--- src/rtl/serial_add_pkg.sv ---
// Shared definitions for the bit-serial adder controller.
// Latency: n/a (constants and a width helper only).
// Backpressure: n/a.
package serial_add_pkg;

    // FSM state encoding; value 3 is unused and treated as illegal.
    localparam int ST_W = 2;
    localparam logic [ST_W-1:0] ST_IDLE = 2'd0;
    localparam logic [ST_W-1:0] ST_RUN  = 2'd1;
    localparam logic [ST_W-1:0] ST_DONE = 2'd2;

    // Bit counter width: enough to hold WIDTH-1, never narrower than one bit.
    function automatic int cnt_width(input int width);
        return (width <= 1) ? 1 : $clog2(width);
    endfunction

endpackage

--- src/rtl/full_adder.sv ---
// One-bit full adder built from gate primitives.
// Latency: purely combinational.
// Backpressure: none.
// Ports: a, b, cin -> z (sum bit), cout (carry out).
module full_adder (
    input  logic a,
    input  logic b,
    input  logic cin,
    output logic z,
    output logic cout
);

    logic ab_x;
    logic ab_a;
    logic cx_a;

    xor u_x1 (ab_x, a, b);
    xor u_x2 (z, ab_x, cin);
    and u_a1 (ab_a, a, b);
    and u_a2 (cx_a, ab_x, cin);
    or  u_o1 (cout, ab_a, cx_a);

endmodule

--- src/rtl/serial_add_ctrl.sv ---
// Bit-serial adder: one full adder reused LSB first over WIDTH bits with a registered carry.
// Latency: start accepted at edge 0 -> busy cycles 1..WIDTH, done pulse in cycle WIDTH+1.
// Backpressure: start is only accepted while ready=1; requests at any other time are dropped.
// Ports: clk, reset (sync, active-high), start/a/b/cin in; ready, busy, done, sum, cout out.
module serial_add_ctrl
    import serial_add_pkg::*;
#(
    parameter int WIDTH = 8
) (
    input  logic             clk,
    input  logic             reset,
    input  logic             start,
    input  logic [WIDTH-1:0] a,
    input  logic [WIDTH-1:0] b,
    input  logic             cin,
    output logic             ready,
    output logic             busy,
    output logic             done,
    output logic [WIDTH-1:0] sum,
    output logic             cout
);

    localparam int CNT_W = cnt_width(WIDTH);
    localparam logic [CNT_W-1:0] CNT_LAST = CNT_W'(WIDTH - 1);

    logic [ST_W-1:0]  state;
    logic [ST_W-1:0]  state_nx;
    logic [WIDTH-1:0] a_sh;
    logic [WIDTH-1:0] b_sh;
    logic [WIDTH-1:0] sum_sh;
    logic [WIDTH-1:0] sum_nx;
    logic [CNT_W-1:0] cnt;
    logic             carry;
    logic             fa_z;
    logic             fa_cout;
    logic             last_bit;

    full_adder u_fa (
        .a    (a_sh[0]),
        .b    (b_sh[0]),
        .cin  (carry),
        .z    (fa_z),
        .cout (fa_cout)
    );

    assign last_bit = (cnt == CNT_LAST);

    // New sum bit enters at the MSB; after WIDTH shifts bit 0 holds the LSB.
    // Written as shift-then-overwrite so WIDTH=1 needs no special slice.
    always_comb begin
        sum_nx            = sum_sh >> 1;
        sum_nx[WIDTH-1]   = fa_z;
    end

    // Next-state logic; the illegal encoding falls back to IDLE.
    always_comb begin
        state_nx = state;
        case (state)
            ST_IDLE: if (start)    state_nx = ST_RUN;
            ST_RUN:  if (last_bit) state_nx = ST_DONE;
            ST_DONE:               state_nx = ST_IDLE;
            default:               state_nx = ST_IDLE;
        endcase
    end

    always_ff @(posedge clk) begin
        if (reset) state <= ST_IDLE;
        else       state <= state_nx;
    end

    always_ff @(posedge clk) begin
        if (reset) begin
            a_sh   <= '0;
            b_sh   <= '0;
            sum_sh <= '0;
            cnt    <= '0;
            carry  <= 1'b0;
            sum    <= '0;
            cout   <= 1'b0;
        end else begin
            case (state)
                ST_IDLE: begin
                    if (start) begin
                        a_sh   <= a;
                        b_sh   <= b;
                        carry  <= cin;
                        cnt    <= '0;
                        sum_sh <= '0;
                    end
                end
                ST_RUN: begin
                    sum_sh <= sum_nx;
                    a_sh   <= a_sh >> 1;
                    b_sh   <= b_sh >> 1;
                    carry  <= fa_cout;
                    cnt    <= cnt + CNT_W'(1);
                    if (last_bit) begin
                        sum  <= sum_nx;
                        cout <= fa_cout;
                    end
                end
                default: ;
            endcase
        end
    end

    // Status flags come from the state register only.
    assign ready = (state == ST_IDLE);
    assign busy  = (state == ST_RUN);
    assign done  = (state == ST_DONE);

endmodule

--- config.mk ---
export PLATFORM = sky130hd
export DESIGN_NAME = serial_add_ctrl
export DESIGN_NICKNAME = d
export VERILOG_FILES = /design/src/rtl/serial_add_pkg.sv /design/src/rtl/full_adder.sv /design/src/rtl/serial_add_ctrl.sv
export SDC_FILE = /design/constraint.sdc
export NUM_CORES = 1
export LEC_CHECK = 0
export CORE_ASPECT_RATIO = 0.9
export CORE_UTILIZATION = 54
export CTS_CLUSTER_SIZE = 25
export DETAILED_ROUTE_END_ITERATION = 16
export GPL_ROUTABILITY_DRIVEN = 0
export GPL_TIMING_DRIVEN = 0
export PLACE_DENSITY = 0.84
export SKIP_CTS_REPAIR_TIMING = 1
export SLEW_MARGIN = 20
export SYNTH_ARGS = -nofsm -noshare
export SYNTH_HDL_FRONTEND = slang
export SYNTH_HIERARCHICAL = 1
export SYNTH_SLANG_ARGS = --single-unit
--- constraint.sdc ---
create_clock -name clk -period 2.9 [get_ports clk]
set_clock_uncertainty 0.15 [all_clocks]
set_input_delay 0.58 -clock clk [delete_from_list [all_inputs] [get_ports clk]]
set_output_delay 0.58 -clock clk [all_outputs]
set_load 0.005 [all_outputs]
# Yosys cells after proc, flatten, opt, wreduce, memory -nomap -nowiden

Cells that the tools add are included.

Register bits after elaboration: 39
Input port bits: 20
Output and inout port bits: 12
Logic and storage cells: 37

$add $sub $neg: 1
Eq/ne operators: 5
Mux-type cells: 13
Bitwise operators: 5
Reduce and logical (&&, ||, !) cells: 5

Operator list:

| cell                | number |
|---|---|
| $pmux 8 s2          | 3 |
| $mux 8              | 3 |
| $pmux 3 s2          | 1 |
| $reduce_and 2->1    | 3 |
| $mux 2              | 2 |
| $pmux 2 s2          | 1 |
| $add 3x1->3 const B | 1 |
| $eq 3x3->1 const B  | 1 |
| $mux 3              | 1 |
| $and 1x1->1         | 2 |
| $eq 2x1->1 const B  | 1 |
| $eq 2x2->1 const B  | 1 |
| $logic_not 2->1     | 1 |
| $ne 2x1->1 const B  | 1 |
| $ne 2x2->1 const B  | 1 |
| $pmux 1 s2          | 1 |
| $reduce_bool 2->1   | 1 |
| $xor 1x1->1         | 2 |
| $mux 1              | 1 |
| $or 1x1->1          | 1 |

# Longest topological paths before layout

Gate-level depths: netlist of the first run.

Depth in word-level cells: 4
Gate-level depth with buffers: 6
Gate-level depth less buffers: 5

# Modules after synthesis

The synthesis of the first run kept the hierarchy.

By module, submodules not included:

| module          | times used | cells an instance | area an instance (um^2) | seq. area each (um^2) |
|---|---|---|---|---|
| serial_add_ctrl | 1          | 161               | 1581.5                  | 760.7 |
| full_adder      | 1          | 1                 | 20.0                    | 0.0 |

# Worst setup path after synthesis of the first run

Ideal clock, no wire load.

Kind: reg2out
From: reg state[0]
To: out busy
Arrival time: 845 ps
Data required time: 2170 ps
Setup slack: 1325 ps
Cell stages (with the launch flop): 5
Buffers on the path: 3
Path through: dfxtp_1 > buf_6 > nor2b_2 > buf_6 > buf_4

Word-level cells in the longest chain between the ends: 1

Ends and longest elaborated chain:

| item                     | RTL line               | RTL |
|---|---|---|
| start: declaration       | serial_add_ctrl.sv:26  | `logic [ST_W-1:0] state;` |
| start signal: assignment | serial_add_ctrl.sv:68  | `else state <= state_nx;` |
| $eq 2x1->1               | serial_add_ctrl.sv:109 | `assign busy = (state == ST_RUN);` |
| end: declaration         | serial_add_ctrl.sv:17  | `output logic busy,` |

No other way between the ends.

# Worst setup path in the final report of the first run

Same ends and word-level chain as after synthesis.

==> results of run 1 <==
[sequential cells by signal, summed over array words and instances, names as in the netlist]
register and flops:
sum_sh 7, sum 8, carry 1, cout 1
cnt 3, a_sh 8, b_sh 8, state 2
[layer usage]
| layer | wire (um) | GRT usage (%) |
|---|---|---|
| met5 | 0 | 0 |
| met4 | 51 | 10.3 |
| met3 | 167 | 8.17 |
| met2 | 1570 | 38.2 |
| met1 | 1640 | 30.7 |
[final timing paths]
| kind | start | to | slack, ns | depth (start not counted) |
|---|---|---|---|---|
| setup / recovery | state[0] | busy | 0.33 | 5 |
| hold / removal | sum[2] | sum[2] | 0.32 | 2 |
| setup reg to reg | cnt[0] | cout | 1.05 | 6 |
| hold reg to reg | sum[2] | sum[2] | 0.32 | 2 |
[cell usage after synthesis]
library cell	instances	area, um^2
dfxtp_1	38	761
inv_1	16	60.1
nor2_1	14	52.6
a21oi_1	13	65.1
a21oi_2	11	96.3
nand2_1	10	37.5
o221a_1	10	113
a22oi_1	9	67.6
nand3_1	8	40.0
o221a_2	5	56.3
buf_2	4	20.0
buf_6	4	45.0
clkbuf_1	3	11.3
mux2i_1	3	30.0
a32oi_1	2	17.5
ha_1	2	25.0
buf_12	1	20.0
buf_4	1	7.51
fa_1	1	20.0
nand3b_2	1	11.3
nor2_2	1	6.26
nor2_4	1	11.3
nor2b_1	1	6.26
nor2b_2	1	8.76
nor3_1	1	5.00
o21bai_1	1	7.51
[logic make-up after synthesis]
kind of cell	Yosys count
DFF	38
and+or+nand+nor	38
adders and majority gates	3
muxes	3
AOI/OAI and AO/OA	51
buffers and inverters	29
[through the flow]
stage	power [uW]	setup WS (ns)	utilization (%)
2_1_floorplan	663	1.32	-
3_3_place_gp	709	0.724	70.5
3_5_place_dp	716	0.688	70.5
4_1_cts	1170	0.330	74.3
5_1_grt	1210	0.224	74.3
6_report	1170	0.328	74.3
[power groups by stage]
stage          clock, uW  combinational, uW  sequential (uW)
4_1_cts              465                144              561
5_1_grt              490                156              564
3_5_place_dp           0                142              573
3_3_place_gp           0                138              571
6_report             464                144              561
2_1_floorplan          0               94.5              569
[critical path: stages (launching register included)]
cell and delay [ns]:
dfxtp_1 0.35, buf_6 0.13, nor2b_2 0.15, buf_6 0.15, buf_4 0.17, clkdlybuf4s50_1 0.51
[area by class of cell]
class / count / area [um^2] / share of cell area (%)
Clock buffer: 5 / 37.5 / 1.82
Buffer: 13 / 104 / 5.05
Multi-Input combinational cell: 95 / 677 / 32.9
Timing Repair Buffer: 30 / 300 / 14.6
Clock inverter: 3 / 68.8 / 3.34
Tap cell: 40 / 50.0 / 2.43
Inverter: 16 / 60.1 / 2.92
Sequential cell: 38 / 761 / 37.0
==> impl_results.md, run 1 <==
* Antenna diodes at 0
* Crit path DAT at 1.84 ns
* Placement Cell Area at 0.00195 mm^2
* Final hold slack at around 0.32 ns
* LEAKAGE at about 0.00076 uW
* Ys Warns at 6
* Final Hold Fails at 0
* DRT Wirelength at approximately 3.4 mm
* P&R area growth vs syn at 28.5%
* Switching power at 276 uW
* Final nets at 222
* Max Fclk at slightly below 400 MHz
* Peak supply drop at between 0.0003 and 0.0004 V
* Vias in the first global route at 1,198
* Clock power share at 39.7%
* Switching share of total power at 23.6%
* Power per cell area at around 570 mW/mm^2
* Global-route wire length before repair at 5.57 mm
* Clock Tree Buf Depth at 2
* Vias per cell at 5.40
* XOR/XNOR share of the synthesized area at 0%
* Synthesized instance count at about 160
* Post-route cell area at just over 0.002 mm^2
* Total number of vias at 1,295
* Initial core utilization at between 50% and 60%
* Outcome: finished, final reports clean
* Seq pwr share at 48.0%
* Synthesized cell area at 0.00160 mm^2
* Initial DRT Pass Iterations at 4
* Unrepaired setup endpoints after global routing: no
* Num CTS Buffers at 5
* CP Data Required Time at 2.17 ns
* Cell Count, Final, Fillers Out at 240
* Register bit total from synthesis at 38
* TritonCTS clock tree: done
* Logic pwr share at between 10 and 15%
* Die Area at around 0.0032 mm^2
* Final setup fails at 0
* Mux contribution to synthesized area at 1.88%
* Syn nets at around 190
* Commonest cells after routing, fill and taps aside: 38 x dfxtp_1, 30 x clkdlybuf4s50_1, 16 x inv_1, 14 x nor2_1, 13 x a21oi_1
* Fin Setup TNS at 0 ns
* Area of the core at 0.00277 mm^2
* Adder-cell area share of the yosys netlist at 2.81%
* # DRC at 0
* Largest net degree at the start of global routing at 14
* H-tree levels at 2
* I/O Pins at 32
* Gr usage total at 24.4%
* CTS root buffer: clkbuf_4
* Post-route antenna net violation count at 0
* Clock sink count at 38
* Synth Area in Simple Gates at approximately 11%
* Overflow after GRT at 0
* CTS clk-pin slew, worst paths at 0.13 ns
* Relative max-transition margin at ~70%
* Worst Setup Start Kind: flop
* Crit share post-route at 88.7%
* Worst Hold Class: flop to flop
* Die H at roughly 54 um
* Initial antenna violation count at 0
* DP Cell Count at 232
* Crit-path max FO at 10
* CP Capture Type: output port
* Syn avg cell area at 9.89 um^2
* Routed WL per cell at 14.3 um
* Worst setup path category: flop to output port
* Compound-Gate Fraction of Synth Area at about a quarter
* Max-slew violation count at 0
* Later-pin clock latency in the skew report at roughly 0.37 ns
* Worst Max-Slew Pin Slew at 0.452 ns
* Largest family of logic cells by synthesized area: compound AO/OA/AOI/OAI gates
* Tmin final at 2.57 ns
* Share of cells above drive strength 1 at 19.0%
* Post-synthesis sequential area ratio at 47.5%
* Max cap viols at 0
* Yosys cell types at 26
* Die width at 59.4 um
* I/O Buffers at 30
* Initial detailed-routing violation count at 65
* Pint at 892 uW
* HPWL after DPL at 2.36 mm
* Commonest non-fill, non-tap cell in the layout: dfxtp_1
* Row count at 18
* Fillers at 219
Power figures use the tool's default switching activity.
==> run 2, diff against run 1 <==
CORE_MARGIN = 3   (was not set)
CTS_CLUSTER_SIZE = not set   (was 25)
==> impl_results.md, run 2 (synthesis results as in run 1) <==
* Die H at 57.7 um (was 53.7 um)
* Largest regs: a_sh x8, b_sh x8, sum x8 (unchanged)
* Crit path DAT at 1.80 ns (was 1.84 ns)
* Final nets at 222 (unchanged)
* Initial DRT Pass Iterations at 4 (unchanged)
* CP Data Required Time at 2.17 ns (about the same)
* Fillers at 232 (was 219)
* P&R area growth vs syn at 25.6% (was 28.5%)
* Unrepaired setup endpoints after global routing: no (unchanged)
* Worst Hold Class: flop to flop (unchanged)
* Worst Max-Slew Pin Slew at 0.460 ns (was 0.452 ns)
* Tmin final at 2.53 ns (was 2.57 ns)
* Share of cells above drive strength 1 at 18.5% (was 19.0%)
* Worst Setup Start Kind: flop (unchanged)
* HPWL after DPL at 2.44 mm (was 2.36 mm)
* Placement Cell Area at 0.00195 mm^2 (unchanged)
* LEAKAGE at 0.000743 uW (was 0.000763 uW)
* Max-slew violation count at 0 (unchanged)
* GR Util met2 at 33.8% (was 38.2%)
* Vias per cell at 5.37 (was 5.40)
* CTS clk-pin slew, worst paths at 0.11 ns (was 0.13 ns)
* Final Hold Fails at 0 (unchanged)
* Most used routing layer in global routing: met2 (unchanged)
* TritonCTS clock tree: done (unchanged)
* Overflow after GRT at 0 (unchanged)
* Total number of vias at 1,289 (was 1,295)
* Routed WL per cell at 14.1 um (was 14.3 um)
* Area of the multi-input gates at 677 um^2 (unchanged)
* I/O Buffers at 30 (unchanged)
* Hold Path Origin: sum[3] (was sum[2])
* Worst setup path category: flop to output port (unchanged)
* Antenna diodes at 0 (unchanged)
* Worst reg-to-reg setup slack at 1.03 ns (was 1.05 ns)
* Initial detailed-routing violation count at 111 (was 65)
* Max cap viols at 0 (unchanged)
* Seq. cell area at 761 um^2 (unchanged)
* Power per cell area at 494 mW/mm^2 (was 568 mW/mm^2)
* CP Capture Type: output port (unchanged)
* Reg2reg start: cnt[0] (unchanged)
* Fin Setup TNS at 0 ns (unchanged)
* Peak supply drop at 0.000364 V (was 0.000377 V)
* Commonest cells after routing, fill and taps aside: 38 x dfxtp_1, 30 x clkdlybuf4s50_1, 16 x inv_1, 14 x nor2_1, 13 x a21oi_1 (unchanged)
* Row count at 18 (unchanged)
* I/O Pins at 32 (unchanged)
* Clock sink count at 38 (unchanged)
* Outcome: finished, final reports clean (unchanged)
* Critical path launch point: state[0] (unchanged)
* Initial core utilization at 57.3% (was 57.8%)
* Post-route cell area at 0.00201 mm^2 (was 0.00206 mm^2)
* Max Fclk at 395 MHz (was 389 MHz)
* M3 GR Usage at 5.43% (was 8.17%)
* Routing usage on met1 at 26.5% (was 30.7%)
* CTS root buffer: clkbuf_4 (unchanged)
* Crit-path max FO at 10 (unchanged)
* Die width at 63.4 um (was 59.4 um)
* Post-route antenna net violation count at 0 (unchanged)
* Crit share post-route at 87.4% (was 88.7%)
* Relative max-transition margin at 69.3% (was 69.8%)
* H-tree levels at 2 (unchanged)
* Area of the core at 0.00279 mm^2 (was 0.00277 mm^2)
* Die Area at 0.00366 mm^2 (was 0.00319 mm^2)
* Commonest non-fill, non-tap cell in the layout: dfxtp_1 (unchanged)
* Initial antenna violation count at 0 (unchanged)
* Largest net degree at the start of global routing at 12 (was 14)
* Gr usage total at 21.0% (was 24.4%)
* # DRC at 0 (unchanged)
* Final setup fails at 0 (unchanged)
* Later-pin clock latency in the skew report at 0.34 ns (was 0.37 ns)
* Vias in the first global route at 1,380 (was 1,198)
* DRT Wirelength at 3.38 mm (was 3.43 mm)
* Global-route wire length before repair at 6.02 mm (was 5.57 mm)
* Num CTS Buffers at 5 (unchanged)
* Clock Tree Buf Depth at 2 (unchanged)
==> run 2: changes by cell type in the layout (fill, tap and decap cells not counted) <==
cell	previous run	this run
clkbuf_8	0	1
clkinv_4	1	0
clkbuf_1	3	4
clkinv_2	0	1
bufinv_16	2	0
==> run 2: worst paths after layout <==
kind / to / cells after the start
worst min register to register: sum[3] / 2
worst min-delay path: sum[3] / 2
worst max register to register: cout / 6
worst max-delay path: busy / 5
==> run 2: area by class of cell <==
class / instances / area share, %
Buffer: 13 / 5.16
Clock buffer: 7 / 2.74
Clock inverter: 1 / 0.249
Inverter: 16 / 2.99
Multi-Input combinational cell: 95 / 33.6
Sequential cell: 38 / 37.8
Tap cell: 40 / 2.49
Timing Repair Buffer: 30 / 14.9
==> run 2: metal layers <==
| metal | vias up | part of all wire (%) |
|---|---|---|
| li1 | 647 | - |
| met1 | 612 | 46 |
| met2 | 25 | 48 |
| met3 | 5 | 4.8 |
| met4 | 0 | 1.2 |
| met5 | - | 0 |
==> run 2: power breakdown <==
group	leakage, uW	switching (uW)	total, uW	internal (uW)
Combinational	0.000396	66.5	142	75.4
Clock	0.0000353	172	290	118
Sequential	0.000311	15.2	561	546
Total	0.000743	254	993	739
==> run 2: stage by stage <==
| stage | power (uW) | utilization [%] | std cells | setup slack (ns) | hold WS, ns |
|---|---|---|---|---|---|
| after global routing | 1040 | 72.0 | 240 | 0.258 | 0.351 |
| after floorplan | 663 | - | 162 | 1.32 | 0.293 |
| after detailed placement | 715 | 69.9 | 232 | 0.703 | 0.302 |
| after CTS | 999 | 72.0 | 240 | 0.356 | 0.320 |
| final | 993 | 72.0 | 240 | 0.366 | 0.321 |
| after global placement | 708 | 69.9 | 232 | 0.729 | 0.295 |
==> run 2: critical path, stage by stage, from the launching register on <==
cell and delay (ns):
dfxtp_1 0.34, buf_6 0.14, nor2b_2 0.16, buf_6 0.14
buf_4 0.17, clkdlybuf4s50_1 0.51
==> run 3, diff against run 2 <==
ABC_AREA = 1   (was not set)
CTS_CLUSTER_DIAMETER = 60   (was not set)
==> impl_results.md, run 3 <==
* Outcome: finished, final reports clean (unchanged)
* Synth top cells by count: 59 x nand2_1, 46 x nand3_1, 38 x dfxtp_1 (was 38 x dfxtp_1, 16 x inv_1, 14 x nor2_1)
* Worst Setup Start Kind: flop (unchanged)
* DRT Wirelength at 3.47 mm (was 3.38 mm)
* HPWL after DPL at 2.49 mm (was 2.44 mm)
* Clock sink count at 38 (unchanged)
* EDFF count, synth at 0 (unchanged)
* Hold Path Origin: cnt[0] (was sum[3])
* Cells on Worst Hold Path at 1 (was 2)
* Share of cells above drive strength 1 at 7.49% (was 18.5%)
* Reg2reg start: cnt[0] (unchanged)
* Most numerous cell in the Yosys netlist: nand2_1 (was dfxtp_1)
* Relative max-transition margin at 67.9% (was 69.3%)
* Worst Max-Slew Pin Slew at 0.481 ns (was 0.460 ns)
* TritonCTS clock tree: done (unchanged)
* Crit share post-route at 88.0% (was 87.4%)
* Met1 wire length at 1.65 mm (was 1.55 mm)
* Commonest cells after routing, fill and taps aside: 59 x nand2_1, 46 x nand3_1, 38 x dfxtp_1, 33 x nor2_1, 30 x clkdlybuf4s50_1 (was 38 x dfxtp_1, 30 x clkdlybuf4s50_1, 16 x inv_1, 14 x nor2_1, 13 x a21oi_1)
* Tmin final at 2.55 ns (was 2.53 ns)
* Register bit total from synthesis at 38 (unchanged)
* Routed WL per cell at 11.3 um (was 14.1 um)
* DP Cell Count at 300 (was 232)
* Row count at 18 (unchanged)
* Antenna diodes at 0 (unchanged)
* Fin Setup TNS at 0 ns (unchanged)
* Total number of vias at 1,524 (was 1,289)
* Post-synthesis sequential area ratio at 46.8% (was 47.5%)
* Hold EP: cnt[0] (was sum[3])
* Commonest non-fill, non-tap cell in the layout: nand2_1 (was dfxtp_1)
* Syn avg cell area at 7.06 um^2 (was 9.89 um^2)
* Seq. cell area at 761 um^2 (unchanged)
* H-tree levels at 2 (unchanged)
* LEAKAGE at 0.000892 uW (was 0.000743 uW)
* DR top layer: met4 (unchanged)
* I/O Pins at 32 (unchanged)
* Later-pin clock latency in the skew report at 0.34 ns (about the same)
* Cells along the critical path: inv_2 -> nor2_4 -> buf_2 -> clkdlybuf4s50_1 (was buf_6 -> nor2b_2 -> buf_6 -> buf_4 -> clkdlybuf4s50_1)
* Crit-path max FO at 10 (unchanged)
* Unrepaired setup endpoints after global routing: no (unchanged)
* Num CTS Buffers at 5 (unchanged)
* # DRC at 0 (unchanged)
* Buf/Inv on CP at 3 (was 4)
* Area of the multi-input gates at 728 um^2 (was 677 um^2)
* Vias in the first global route at 1,409 (was 1,380)
* CP Depth at 4 (was 5)
* Power per cell area at 462 mW/mm^2 (was 494 mW/mm^2)
* Synthesized instance count at 230 (was 162)
* Top delay family on crit path: buffers and inverters (unchanged)
* Yosys cell types at 18 (was 26)
* Worst Hold Class: flop to flop (unchanged)
* CTS clk-pin slew, worst paths at 0.09 ns (was 0.11 ns)
* Syn nets at 253 (was 185)
* Initial core utilization at 57.7% (was 57.3%)
* Initial DRT Pass Iterations at 5 (was 4)
* CP Data Required Time at 2.17 ns (about the same)
* Max-slew violation count at 0 (unchanged)
* Largest net degree at the start of global routing at 11 (was 12)
* Die width at 63.8 um (was 63.4 um)
* Critical Path Max Stage Delay at 0.53 ns (was 0.51 ns)
* Area of the core at 0.00282 mm^2 (was 0.00279 mm^2)
* Cell Count, Final, Fillers Out at 307 (was 240)
* RR Endpoint: sum[3] (was cout)
* Synthesized cell area at 0.00162 mm^2 (was 0.00160 mm^2)
* Peak supply drop at 0.000375 V (was 0.000364 V)
* WL met3 at 173 um (was 163 um)
* Fillers at 240 (was 232)
* Worst reg-to-reg setup slack at 1.33 ns (was 1.03 ns)
* CP max stage cell: clkdlybuf4s50_1 (unchanged)
* Clock Tree Buf Depth at 2 (unchanged)
* I/O Buffers at 30 (unchanged)
* Post-route antenna net violation count at 0 (unchanged)
* Synth top area cells: dfxtp_1 47%, nand3_1 14%, nand2_1 14%, nor2_1 7.6%, a21oi_1 3.7% (was dfxtp_1 48%, o221a_1 7.0%, a21oi_2 6.0%, a22oi_1 4.2%, a21oi_1 4.1%)
* CTS root buffer: clkbuf_4 (unchanged)
* Worst setup path category: flop to output port (unchanged)
* Global-route wire length before repair at 6.13 mm (was 6.02 mm)
* Die H at 58.0 um (was 57.7 um)
* Final Hold Fails at 0 (unchanged)
* Final setup fails at 0 (unchanged)
* Overflow after GRT at 0 (unchanged)
* Gr usage total at 21.3% (was 21.0%)
* Vias per cell at 4.96 (was 5.37)
* Async S/R FF share, synth at 0% (unchanged)
* CP Capture Type: output port (unchanged)
* Initial antenna violation count at 0 (unchanged)
* Max cap viols at 0 (unchanged)
* Initial detailed-routing violation count at 66 (was 111)
* Primary FF master, synth: dfxtp_1 (unchanged)
* Post-synth top area share at 46.8% (was 47.5%)
* Overall power at 933 uW (was 993 uW)
* Met2 WL at 1.62 mm (was 1.63 mm)
* Largest regs: a_sh x8, b_sh x8, sum x8 (unchanged)
* Ys Warns at 6 (unchanged)
* Die Area at 0.00370 mm^2 (was 0.00366 mm^2)
* P&R area growth vs syn at 24.3% (was 25.6%)
* Max Fclk at 392 MHz (was 395 MHz)
* Final nets at 290 (was 222)
* Depth of the worst register-to-register path at 8 (was 6)
* Most area-hungry cell type in the Yosys netlist: dfxtp_1 (unchanged)
* Crit path DAT at 1.82 ns (was 1.80 ns)
run 3: cell families after synthesis:
family	synth area share [%]
AOI/OAI and AO/OA	4.78
adders and majority gates	2.77
buffers and inverters	8.32
DFF	46.8
and+or+nand+nor	37.3
run 3: worst max-delay path by stage:
stage / from / end / slack, ns
final: state[0] / busy / 0.35
after global routing: state[0] / busy / 0.23
after CTS: state[0] / busy / 0.34
after detailed placement: state[0] / busy / 0.73
after global placement: reset / cout / 0.75
after floorplan: state[0] / busy / 1.40
run 3: metrics by stage:
step | worst slack [ns] | area (um^2) | utilization [%] | hold slack [ns]
final | 0.347 | 2020 | 71.7 | 0.316
after global routing | 0.230 | 2020 | 71.7 | 0.349
after CTS | 0.339 | 2020 | 71.7 | 0.319
after detailed placement | 0.726 | 1970 | 70.1 | 0.306
after global placement | 0.753 | 1970 | 70.1 | 0.299
after floorplan | 1.40 | 1620 | - | 0.280
run 3: final cells by class:
class,instances,area share (%)
flip-flops and latches,38,37.7
multi-input cells,160,36.1
repair buffers,30,14.9
inverters,21,3.90
plain buffers,11,2.79
well taps,40,2.48
clock buffers,7,2.23
run 3: power breakdown:
part,switching (uW),internal [uW]
clock,158,91.4
sequential,11.6,540
combinational,72.1,58.7
run 3: per-layer routing:
metal,track usage [%],up-vias
met5,0,-
met4,8.92,0
met3,7.17,2
met2,33.3,31
met1,26.9,688
li1,-,803
